File: config.mk
export PLATFORM = sky130hd
export DESIGN_NAME = writeback_stage_flat
export DESIGN_NICKNAME = d
export VERILOG_FILES = /design/src/rtl/datapath_pkg.sv /design/src/rtl/writeback_stage_if.sv /design/src/rtl/wb_fifo.sv /design/src/rtl/writeback_stage.sv /design/src/flat_wrapper.sv
export SDC_FILE = /design/constraint.sdc
export NUM_CORES = 1
export LEC_CHECK = 0
export BUFFER_PORTS_ARGS = -buffer_cell sky130_fd_sc_hd__buf_2
export CORE_ASPECT_RATIO = 0.9
export CORE_UTILIZATION = 50
export CTS_CLUSTER_SIZE = 16
export DETAILED_ROUTE_END_ITERATION = 10
export PLACE_DENSITY = 0.85
export SYNTH_ARGS = -nofsm -noshare
export SYNTH_HDL_FRONTEND = slang
export SYNTH_SLANG_ARGS = --single-unit
File: constraint.sdc
create_clock -name clk -period 4.5 [get_ports clk]
set_clock_uncertainty 0.2 [all_clocks]
set_input_delay 0.225 -clock clk [delete_from_list [all_inputs] [get_ports clk]]
set_output_delay 0.225 -clock clk [all_outputs]
set_load 0.1 [all_outputs]
File: src/rtl/datapath_pkg.sv
`default_nettype none
// +----------------------------------------------------------------------+
// | datapath_pkg: shared datapath widths, writeback entry type, helpers  |
// | Rev 1.0                                                              |
// +----------------------------------------------------------------------+
package datapath_pkg;

    localparam int DATA_WIDTH       = 32;
    localparam int REG_SELECT_WIDTH = 5;

    typedef logic [DATA_WIDTH-1:0]       data_t;
    typedef logic [REG_SELECT_WIDTH-1:0] reg_sel_t;

    localparam reg_sel_t REG_ZERO = '0;

    typedef struct packed {
        reg_sel_t select;
        data_t    data;
    } wb_entry_t;

    localparam int WB_ENTRY_WIDTH = $bits(wb_entry_t);

    function automatic logic is_zero_reg(input reg_sel_t sel);
        return (sel == REG_ZERO);
    endfunction

endpackage
`default_nettype wire

File: src/rtl/writeback_stage_if.sv
`default_nettype none
// +----------------------------------------------------------------------+
// | writeback_stage_if: execute-result, register-write and read bundle   |
// | Rev 1.0                                                              |
// +----------------------------------------------------------------------+
interface writeback_stage_if;
    import datapath_pkg::*;

    logic     S2_ResultValid;
    logic     S2_ResultReady;
    data_t    S2_ResultData;
    reg_sel_t S2_ResultSelect;
    logic     S2_ResultWriteEnable;

    logic     S3_WriteGrant;
    data_t    S3_WriteData;
    reg_sel_t S3_WriteSelect;
    logic     S3_WriteEnable;

    reg_sel_t S1_ReadSelect1;
    reg_sel_t S1_ReadSelect2;
    data_t    RF_ReadData1;
    data_t    RF_ReadData2;
    data_t    S1_ReadData1;
    data_t    S1_ReadData2;
    logic     S1_Hazard;

    modport master (
        output S2_ResultValid, S2_ResultData, S2_ResultSelect, S2_ResultWriteEnable,
        output S3_WriteGrant,
        output S1_ReadSelect1, S1_ReadSelect2, RF_ReadData1, RF_ReadData2,
        input  S2_ResultReady,
        input  S3_WriteData, S3_WriteSelect, S3_WriteEnable,
        input  S1_ReadData1, S1_ReadData2, S1_Hazard
    );

    modport slave (
        input  S2_ResultValid, S2_ResultData, S2_ResultSelect, S2_ResultWriteEnable,
        input  S3_WriteGrant,
        input  S1_ReadSelect1, S1_ReadSelect2, RF_ReadData1, RF_ReadData2,
        output S2_ResultReady,
        output S3_WriteData, S3_WriteSelect, S3_WriteEnable,
        output S1_ReadData1, S1_ReadData2, S1_Hazard
    );

endinterface
`default_nettype wire

File: src/rtl/wb_fifo.sv
`default_nettype none
// +----------------------------------------------------------------------+
// | wb_fifo: FIFO_DEPTH-entry queue of writeback entries; exposes all    |
// | entries oldest-first with valid bits for bypass matching. Rev 1.0    |
// +----------------------------------------------------------------------+
module wb_fifo
    import datapath_pkg::*;
#(
    parameter  int FIFO_DEPTH = 2,
    localparam int CNT_W      = $clog2(FIFO_DEPTH + 1)
) (
    input  wire logic                                 clk,
    input  wire logic                                 reset_n,
    input  wire logic                                 i_push,
    input  wire logic [WB_ENTRY_WIDTH-1:0]            i_push_entry,
    input  wire logic                                 i_pop,
    output wb_entry_t                                 o_head,
    output logic [CNT_W-1:0]                          o_count,
    output logic [FIFO_DEPTH*WB_ENTRY_WIDTH-1:0]      o_entries_flat,
    output logic [FIFO_DEPTH-1:0]                     o_entries_valid
);

    localparam int PTR_W = $clog2(FIFO_DEPTH);

    wb_entry_t        r_mem [FIFO_DEPTH];
    logic [PTR_W-1:0] r_head;
    logic [PTR_W-1:0] r_tail;
    logic [CNT_W-1:0] r_count;

    logic w_do_push;
    logic w_do_pop;

    assign w_do_pop  = i_pop  && (r_count != '0);
    assign w_do_push = i_push && (r_count != CNT_W'(FIFO_DEPTH));

    // Depth is a power of two, so pointer overflow is the modulo wrap.
    always_ff @(posedge clk or negedge reset_n) begin
        if (!reset_n) begin
            for (int i = 0; i < FIFO_DEPTH; i++) begin
                r_mem[i] <= '0;
            end
            r_head  <= '0;
            r_tail  <= '0;
            r_count <= '0;
        end else begin
            if (w_do_push) begin
                r_mem[r_tail] <= wb_entry_t'(i_push_entry);
                r_tail        <= r_tail + PTR_W'(1);
            end
            if (w_do_pop) begin
                r_head <= r_head + PTR_W'(1);
            end
            case ({w_do_push, w_do_pop})
                2'b10:   r_count <= r_count + CNT_W'(1);
                2'b01:   r_count <= r_count - CNT_W'(1);
                default: r_count <= r_count;
            endcase
        end
    end

    assign o_head  = r_mem[r_head];
    assign o_count = r_count;

    generate
        for (genvar k = 0; k < FIFO_DEPTH; k++) begin : g_age_order
            assign o_entries_flat[k*WB_ENTRY_WIDTH +: WB_ENTRY_WIDTH] = r_mem[r_head + PTR_W'(k)];
            assign o_entries_valid[k] = (CNT_W'(k) < r_count);
        end
    endgenerate

endmodule
`default_nettype wire

File: src/rtl/writeback_stage.sv
`default_nettype none
// +----------------------------------------------------------------------+
// | writeback_stage: buffers execute results and drives the register     |
// | file write port; owns the stage-1 read bypass. Optional macro        |
// | WB_FORWARD_EN enables the bypass mux (else hazard flag). Rev 1.0     |
// +----------------------------------------------------------------------+
module writeback_stage
    import datapath_pkg::*;
#(
    parameter  int FIFO_DEPTH = 2,
    localparam int CNT_W      = $clog2(FIFO_DEPTH + 1)
) (
    input  wire logic        clk,
    input  wire logic        reset_n,
    writeback_stage_if.slave bus
);

    logic [CNT_W-1:0]                     w_count;
    wb_entry_t                            w_head;
    logic [FIFO_DEPTH*WB_ENTRY_WIDTH-1:0] w_entries_flat;
    logic [FIFO_DEPTH-1:0]                w_entries_valid;
    wb_entry_t                            w_entries [FIFO_DEPTH];

    logic      w_ready;
    logic      w_accept;
    logic      w_push;
    logic      w_pop;
    wb_entry_t w_push_entry;

    data_t     w_rd1;
    data_t     w_rd2;
    logic      w_hazard;

    // Ready depends only on the registered count; a same-edge pop never admits a push.
    assign w_ready  = (w_count < CNT_W'(FIFO_DEPTH));
    assign w_accept = bus.S2_ResultValid && w_ready;
    assign w_push   = w_accept && bus.S2_ResultWriteEnable && !is_zero_reg(bus.S2_ResultSelect);
    assign w_pop    = (w_count != '0) && bus.S3_WriteGrant;

    assign w_push_entry.select = bus.S2_ResultSelect;
    assign w_push_entry.data   = bus.S2_ResultData;

    wb_fifo #(
        .FIFO_DEPTH (FIFO_DEPTH)
    ) u_fifo (
        .clk             (clk),
        .reset_n         (reset_n),
        .i_push          (w_push),
        .i_push_entry    (w_push_entry),
        .i_pop           (w_pop),
        .o_head          (w_head),
        .o_count         (w_count),
        .o_entries_flat  (w_entries_flat),
        .o_entries_valid (w_entries_valid)
    );

    generate
        for (genvar k = 0; k < FIFO_DEPTH; k++) begin : g_unpack
            assign w_entries[k] = wb_entry_t'(w_entries_flat[k*WB_ENTRY_WIDTH +: WB_ENTRY_WIDTH]);
        end
    endgenerate

`ifdef WB_FORWARD_EN
    // Entries are oldest-first, so the last match in the scan is the youngest.
    always_comb begin
        w_rd1 = bus.RF_ReadData1;
        w_rd2 = bus.RF_ReadData2;
        for (int k = 0; k < FIFO_DEPTH; k++) begin
            if (w_entries_valid[k] && (w_entries[k].select == bus.S1_ReadSelect1)) begin
                w_rd1 = w_entries[k].data;
            end
            if (w_entries_valid[k] && (w_entries[k].select == bus.S1_ReadSelect2)) begin
                w_rd2 = w_entries[k].data;
            end
        end
        if (is_zero_reg(bus.S1_ReadSelect1)) begin
            w_rd1 = '0;
        end
        if (is_zero_reg(bus.S1_ReadSelect2)) begin
            w_rd2 = '0;
        end
    end

    assign w_hazard = 1'b0;
`else
    logic w_match1;
    logic w_match2;
    logic w_unused_data;

    always_comb begin
        w_match1      = 1'b0;
        w_match2      = 1'b0;
        w_unused_data = 1'b0;
        for (int k = 0; k < FIFO_DEPTH; k++) begin
            if (w_entries_valid[k] && (w_entries[k].select == bus.S1_ReadSelect1)) begin
                w_match1 = 1'b1;
            end
            if (w_entries_valid[k] && (w_entries[k].select == bus.S1_ReadSelect2)) begin
                w_match2 = 1'b1;
            end
            w_unused_data = w_unused_data ^ (^w_entries[k].data);
        end
    end

    assign w_rd1    = is_zero_reg(bus.S1_ReadSelect1) ? '0 : bus.RF_ReadData1;
    assign w_rd2    = is_zero_reg(bus.S1_ReadSelect2) ? '0 : bus.RF_ReadData2;
    assign w_hazard = (w_match1 && !is_zero_reg(bus.S1_ReadSelect1)) ||
                      (w_match2 && !is_zero_reg(bus.S1_ReadSelect2));
`endif

    assign bus.S2_ResultReady = w_ready;
    assign bus.S3_WriteEnable = (w_count != '0);
    assign bus.S3_WriteData   = w_head.data;
    assign bus.S3_WriteSelect = w_head.select;
    assign bus.S1_ReadData1   = w_rd1;
    assign bus.S1_ReadData2   = w_rd2;
    assign bus.S1_Hazard      = w_hazard;

endmodule
`default_nettype wire

File: src/flat_wrapper.sv
// flat-port wrapper written by rule: the top's interface ports become plain ports
module writeback_stage_flat import datapath_pkg::*;
#(
    parameter  int FIFO_DEPTH = 2,
    localparam int CNT_W      = $clog2(FIFO_DEPTH + 1)
)
  (clk, reset_n, bus_S2_ResultValid, bus_S2_ResultData, bus_S2_ResultSelect, bus_S2_ResultWriteEnable, bus_S3_WriteGrant, bus_S1_ReadSelect1, bus_S1_ReadSelect2, bus_RF_ReadData1, bus_RF_ReadData2, bus_S2_ResultReady, bus_S3_WriteData, bus_S3_WriteSelect, bus_S3_WriteEnable, bus_S1_ReadData1, bus_S1_ReadData2, bus_S1_Hazard);
  writeback_stage_if bus_i ();
  input  wire logic clk;
  input  wire logic reset_n;
  input wire logic [$bits(bus_i.S2_ResultValid)-1:0] bus_S2_ResultValid;
  input wire logic [$bits(bus_i.S2_ResultData)-1:0] bus_S2_ResultData;
  input wire logic [$bits(bus_i.S2_ResultSelect)-1:0] bus_S2_ResultSelect;
  input wire logic [$bits(bus_i.S2_ResultWriteEnable)-1:0] bus_S2_ResultWriteEnable;
  input wire logic [$bits(bus_i.S3_WriteGrant)-1:0] bus_S3_WriteGrant;
  input wire logic [$bits(bus_i.S1_ReadSelect1)-1:0] bus_S1_ReadSelect1;
  input wire logic [$bits(bus_i.S1_ReadSelect2)-1:0] bus_S1_ReadSelect2;
  input wire logic [$bits(bus_i.RF_ReadData1)-1:0] bus_RF_ReadData1;
  input wire logic [$bits(bus_i.RF_ReadData2)-1:0] bus_RF_ReadData2;
  output wire logic [$bits(bus_i.S2_ResultReady)-1:0] bus_S2_ResultReady;
  output wire logic [$bits(bus_i.S3_WriteData)-1:0] bus_S3_WriteData;
  output wire logic [$bits(bus_i.S3_WriteSelect)-1:0] bus_S3_WriteSelect;
  output wire logic [$bits(bus_i.S3_WriteEnable)-1:0] bus_S3_WriteEnable;
  output wire logic [$bits(bus_i.S1_ReadData1)-1:0] bus_S1_ReadData1;
  output wire logic [$bits(bus_i.S1_ReadData2)-1:0] bus_S1_ReadData2;
  output wire logic [$bits(bus_i.S1_Hazard)-1:0] bus_S1_Hazard;
  assign bus_i.S2_ResultValid = bus_S2_ResultValid;
  assign bus_i.S2_ResultData = bus_S2_ResultData;
  assign bus_i.S2_ResultSelect = bus_S2_ResultSelect;
  assign bus_i.S2_ResultWriteEnable = bus_S2_ResultWriteEnable;
  assign bus_i.S3_WriteGrant = bus_S3_WriteGrant;
  assign bus_i.S1_ReadSelect1 = bus_S1_ReadSelect1;
  assign bus_i.S1_ReadSelect2 = bus_S1_ReadSelect2;
  assign bus_i.RF_ReadData1 = bus_RF_ReadData1;
  assign bus_i.RF_ReadData2 = bus_RF_ReadData2;
  assign bus_S2_ResultReady = bus_i.S2_ResultReady;
  assign bus_S3_WriteData = bus_i.S3_WriteData;
  assign bus_S3_WriteSelect = bus_i.S3_WriteSelect;
  assign bus_S3_WriteEnable = bus_i.S3_WriteEnable;
  assign bus_S1_ReadData1 = bus_i.S1_ReadData1;
  assign bus_S1_ReadData2 = bus_i.S1_ReadData2;
  assign bus_S1_Hazard = bus_i.S1_Hazard;
  writeback_stage #(.FIFO_DEPTH(FIFO_DEPTH)) u_core (.clk(clk), .reset_n(reset_n), .bus(bus_i));
endmodule
# [Yosys cells after proc, flatten, opt, wreduce, memory -nomap -nowiden]
# Index checks and enable logic that the tools add are counted.
# W data, S select, Z words.
[word_totals] regBits=78 input_bits=116 output_inout_bits=104
[op_classes] n_addsub=4 n_lt_le_gt_ge=7 eq_ne=7 mux=16 bitwise_logic=3 reduce_logical=22
[op_table] operator="$mux W37" n=7
[op_table] operator="$bwmux W74" n=1
[op_table] operator="$mux W32" n=2
[op_table] operator="$demux W37 S1" n=1
[op_table] operator="$eq A5 B5 Y1" n=4
[op_table] operator="$logic_not A5 Y1" n=3
[op_table] operator="$logic_and A1 B1 Y1" n=13
[op_table] operator="$ge A2 B2 Y1 const B" n=3
[op_table] operator="$not A1 Y2" n=3
[op_table] operator="$lt A1 B2 Y1 const A" n=2
[op_table] operator="$mux W1" n=4
[op_table] operator="$pmux W2 S2" n=1
[op_table] operator="$reduce_bool A2 Y1" n=2
[op_table] operator="$logic_not A1 Y1" n=3
[op_table] operator="$add A1 B1 Y1 const B" n=2
[op_table] operator="$add A2 B1 Y2 const B" n=1
[op_table] operator="$eq A2 B1 Y1 const B" n=1
[op_table] operator="$eq A2 B2 Y1 const B" n=1
[op_table] operator="$lt A2 B1 Y1 const B" n=1
[op_table] operator="$lt A2 B2 Y1 const B" n=1
[op_table] operator="$ne A2 B2 Y1 const B" n=1
[op_table] operator="$sub A2 B1 Y2 const B" n=1
[op_table] operator="$logic_or A1 B1 Y1" n=1

# [Longest topological paths before layout]
[logic_depth] depth_word=10 ltp_mapped=8 mapped_depth_nobuf=6

# [Cells and area by module]
# Synthesis repeated with hierarchy kept, for this count alone.
[hier_totals] cells_unflattened=405 hier_area_um2=5143.7
[modules_own_cells] mod="wb_fifo" instances=1 cells_each=297 area_per_inst_um2=4352.9
[modules_own_cells] mod="writeback_stage" instances=1 cells_each=108 area_per_inst_um2=790.8

# [Worst setup path before layout]
# Ideal clock, no wire load.
[synth_path] kind="register -> output" start="reg u_core.u_fifo.r_count[1], in the netlist u_core.u_fifo.o_count[1]" end="out bus_S1_Hazard" arrival_time_ns=2.176 setup_slack_ns=1.899 stages_incl_launch_ff=6 path_cell_list="dfrtp_1 -> inv_1 -> ha_1 -> nor4_1 -> a21oi_1 -> nand2_1"
[synth_between] elab_chain_cells=6 word_cells_on_any_way=13 cone_classes="order compare: 2; mux: 4; reduce/logical: 7"
[synth_lines] element="start: declaration" line_no="wb_fifo.sv:28" text="logic [CNT_W-1:0] r_count;"
[synth_lines] element="start signal: assignment" line_no="wb_fifo.sv:54" text="2'b10: r_count <= r_count + CNT_W'(1);"
[synth_lines] element="start signal: assignment" line_no="wb_fifo.sv:55" text="2'b01: r_count <= r_count - CNT_W'(1);"
[synth_lines] element="start signal: assignment" line_no="wb_fifo.sv:56" text="default: r_count <= r_count;"
[synth_lines] element="$lt A1 B2 Y1" line_no="wb_fifo.sv:67" text="assign o_entries_valid[k] = (CNT_W'(k) < r_count);"
[synth_lines] element="$logic_and A1 B1 Y1 (on tied branches)" line_no="writeback_stage.sv:95, writeback_stage.sv:98"
[synth_lines] element="$mux W1 (on tied branches) (2 in series)" line_no="writeback_stage.sv:95, writeback_stage.sv:98"
[synth_lines] element="$logic_and A1 B1 Y1 (on tied branches)" line_no="writeback_stage.sv:107, writeback_stage.sv:108"
[synth_lines] element="$logic_or A1 B1 Y1 *" line_no="writeback_stage.sv:107" text="assign w_hazard = (w_match1 && !is_zero_reg(bus.S1_ReadSelect1)) ||"
[synth_lines] element="end: declaration" line_no="flat_wrapper.sv:26" text="output wire logic [$bits(bus_i.S1_Hazard)-1:0] bus_S1_Hazard;"
# Every way passes the cells marked *; elsewhere a longest branch is shown, timed or not.

# [Worst setup path after layout]
[layout_path] start="reg u_core.u_fifo.r_head" end="out bus_S1_Hazard"
[layout_between] elab_chain_cells=10 word_cells_on_any_way=24 cone_classes="add/sub: 1; eq/ne: 4; mux: 10; bitwise: 2; reduce/logical: 7"
[layout_lines] element="start: declaration" line_no="wb_fifo.sv:26" text="logic [PTR_W-1:0] r_head;"
[layout_lines] element="start signal: assignment" line_no="wb_fifo.sv:51" text="r_head <= r_head + PTR_W'(1);"
[layout_lines] element="$add A1 B1 Y1 / $not A1 Y2 (equally long branches)" line_no="wb_fifo.sv:66" text="assign o_entries_flat[k*WB_ENTRY_WIDTH +: WB_ENTRY_WIDTH] = r_mem[r_head + PTR_W'(k)];"
[layout_lines] element="$not A1 Y2 (implied by the code) / $mux W37 (equally long branches)" line_no="wb_fifo.sv:66"
[layout_lines] element="$mux W37 (implied by the code) (2 in series)" line_no="wb_fifo.sv:66"
[layout_lines] element="$mux W37 (implied by the code) (tied with other cells)" line_no="wb_fifo.sv:66"
[layout_lines] element="$eq A5 B5 Y1 (tied with other cells)" line_no="writeback_stage.sv:95" text="if (w_entries_valid[k] && (w_entries[k].select == bus.S1_ReadSelect1)) begin"
[layout_lines] element="$logic_and A1 B1 Y1 (tied with other cells)" line_no="writeback_stage.sv:95"
[layout_lines] element="$mux W1 (on tied branches)" line_no="writeback_stage.sv:95, writeback_stage.sv:98"
[layout_lines] element="$logic_and A1 B1 Y1 (on tied branches)" line_no="writeback_stage.sv:107, writeback_stage.sv:108"
[layout_lines] element="$logic_or A1 B1 Y1 *" line_no="writeback_stage.sv:107"
# Every way passes the cells marked *; elsewhere a longest branch is shown, timed or not. The select of a mux whose other input is x is not followed.

==> out/metrics.yaml <==
antenna_left: 0
die_width_um: 99.6
maxCapViolations: 0
core_area_um2: 8180
synth_area_um2: 4290
crit_type: "register to output port"
crit_chain: "buf_4 > mux2i_2 > xnor2_1 > nor4_1 > a21oi_1 > nand2_1 > buf_2"
antenna_found_initial: 1
start_util_pct: 52.4
grt_overflow: 0
place_ws_ns: 1.55
grtUsageTotal_pct: 26.5
post-cts-setup-buffers: 0
grt_max_degree: 79
muxShareOfSynthArea_pct: 31.1
drcViolationCount: 0
yosysWarningCount: 0
rr_startpoint: "u_core.u_fifo.o_count[0]"
wire_per_inst_um: 16.5
via_per_inst: 5.02
ys_seq_area_share_pct: 45.5
grt_pass1_wl_mm: 18.4
cts.root.buffer_cell: "clkbuf_8"
die_h_um: 89.9
grt_pass1_vias: 3758
cts_tree: "yes"
clk_latency_ns: 0.35
max_stage_delay_ns: 0.86
row_count: 31
cts_sinks: 78
clkTransAtPathRegs_ns: 0.07
ys_types: 28
synth_seq_cells: 78
synth_nets: 457
max-slew-margin-rel_pct: 24.0
hp-class: "input port to register"
r2r_end: "u_core.u_fifo.r_mem[54]"
boundaryPins: 220
synth-simple-area-share_pct: 12.8
worstPathRequired_ns: 4.07
synth_compound_gate_area_share_pct: 0.554
grt_setup_unrepaired: "false"
min_period_ns: 3.34
port_buffers: 219
setup_viol: 0
fill_cells: 552
slowest_stage: "dfrtp_2"
finalHoldViolations: 0
cts-buffers-inserted: 9
arrival_ns: 2.91
layout_setup_ws_ns: 1.16
crit_fanout: 26
synth_xor_area_share_pct: 4.90
fmax_mhz: 300
cp-end-kind: "output port"
slew_violations: 0
area_delta_synth_final_pct: 40.2
critical_path.startpoint_type: "register"
dp_hpwl_mm: 8.43
drt-total-wl_mm: 11.8
synth_fa_ha_area_share_pct: 1.17
tightest_slew_ns: 1.14
drtPass1Iterations: 6
drtIter0Drc: 140
final_nets: 711
clockBufferDepth: 2
htree_levels: 3
synth_top_family_by_area: "multiplexers"
outcome: "completed"
finish.utilization_pct: 73.5
whs_path_depth: 3
rr_worst_depth: 5
holdPathEnd: "u_core.u_fifo.r_tail"
vias: 3572
syn_inst: 337
avgSynthCellArea_um2: 12.7
hold_start: "bus_S2_ResultWriteEnable"
gp_congestion: 0.936
post-route-period-util_pct: 74.2
setup-tns-final_ns: 0
reg2reg_slack_ns: 1.95
dieArea_um2: 8950
drive_gt1_share_pct: 58.9
==> per-layer routing <==
metal	up-vias	global-route usage [%]	part of all wire, %	wire [um]
met5	-	0	0	0
met4	0	10.4	2.6	310
met3	33	5.99	5.4	638
met2	149	48.7	53	6270
met1	1734	29.4	39	4550
li1	1656	-	-	-
==> layout by cell type (no fill, tap or decap), drive strengths merged <==
cell	n
a21oi	3
buf	222
bufinv	1
clkbuf	10
clkinv	3
clkinvlp	1
dfrtp	78
diode	1
dlygate4sd3	38
ha	4
inv	10
mux2	106
mux2i	10
nand2	3
nand4	2
nand4b	1
nor2	5
nor2b	65
nor3	2
nor4	4
nor4b	1
o21ai	1
or4	2
xnor2	15
xor2	9
==> through the flow <==
stage	cell area, um^2	std cells	hold slack (ns)
2_1_floorplan	4290	337	-0.271
4_1_cts	6010	711	0.0131
3_3_place_gp	5420	657	0.214
5_1_grt	6010	712	0.0208
6_report	6010	712	0.0199
3_5_place_dp	5420	657	0.239
==> Yosys cell counts <==
library cell	instances	area (um^2)
mux2_2	101	1140
dfrtp_1	78	1950
nor2b_1	65	407
xnor2_1	15	131
buf_2	9	45.0
xor2_1	9	78.8
buf_6	8	90.1
inv_1	8	30.0
mux2i_1	6	60.1
mux2_1	5	56.3
ha_1	4	50.1
nor4_1	4	25.0
mux2i_4	3	67.6
nor2_1	3	11.3
a21oi_1	2	10.0
nand2_1	2	7.51
nand4_1	2	12.5
nor3_1	2	10.0
or4_1	2	15.0
a21oi_2	1	8.76
inv_2	1	3.75
mux2i_2	1	13.8
nand2_4	1	11.3
nand4b_4	1	23.8
nor2_2	1	6.26
nor2_4	1	11.3
nor4b_1	1	8.76
o21ai_0	1	5.00
==> repair_timing <==
item,4_1_cts,5_1_grt
hold endpoints to repair,152,0
resized for setup,0,0
hold buffers,38,0
==> worst max path at each step <==
stage / cells after the start / start / to / slack [ns]
CTS: 7 / u_core.u_fifo.r_head / bus_S1_Hazard / 1.18
global placement: 7 / u_core.u_fifo.r_head / bus_S1_Hazard / 1.55
detailed placement: 7 / u_core.u_fifo.r_head / bus_S1_Hazard / 1.55
finish: 7 / u_core.u_fifo.r_head / bus_S1_Hazard / 1.16
global route: 7 / u_core.u_fifo.r_head / bus_S1_Hazard / 0.97
floorplan: 5 / u_core.u_fifo.o_count[1] / bus_S1_Hazard / 1.90
==> area by class of cell <==
class	count	area (um^2)	share of cell area, %
multi-input combinational	233	2170	36.1
antenna	1	2.50	0.0416
inverter	9	33.8	0.562
tap	115	144	2.39
timing repair buffer	260	1500	25.0
clock inverter	6	68.8	1.14
sequential	78	1950	32.5
clock buffer	10	138	2.29
==> worst max-delay path: cells and delay by family (launching register included) <==
family	cells	cell delay [ns]
flip-flops	1	0.86
buffers and inverters	2	0.83
multiplexers	1	0.35
AND/OR/NAND/NOR	2	0.30
XOR/XNOR	1	0.10
AO/OA/AOI/OAI	1	0.10
==> cells by family after synthesis <==
family                     Yosys count
AOI/OAI and AO/OA                    4
xor gates and xnor gates            24
adders and majority gates            4
buffers and inverters               26
DFF                                 78
muxes                              116
and+or+nand+nor                     85
==> flip-flops by register name, indices dropped and copies added, names as in the netlist <==
| register | cells |
|---|---|
| u_core.u_fifo.r_mem | 74 |
| u_core.u_fifo.o_count | 2 |
| u_core.u_fifo.r_head | 1 |
| u_core.u_fifo.r_tail | 1 |
Power is not shown: default switching activity piles up to over one toggle a cycle in this logic, so the estimate is an artifact.
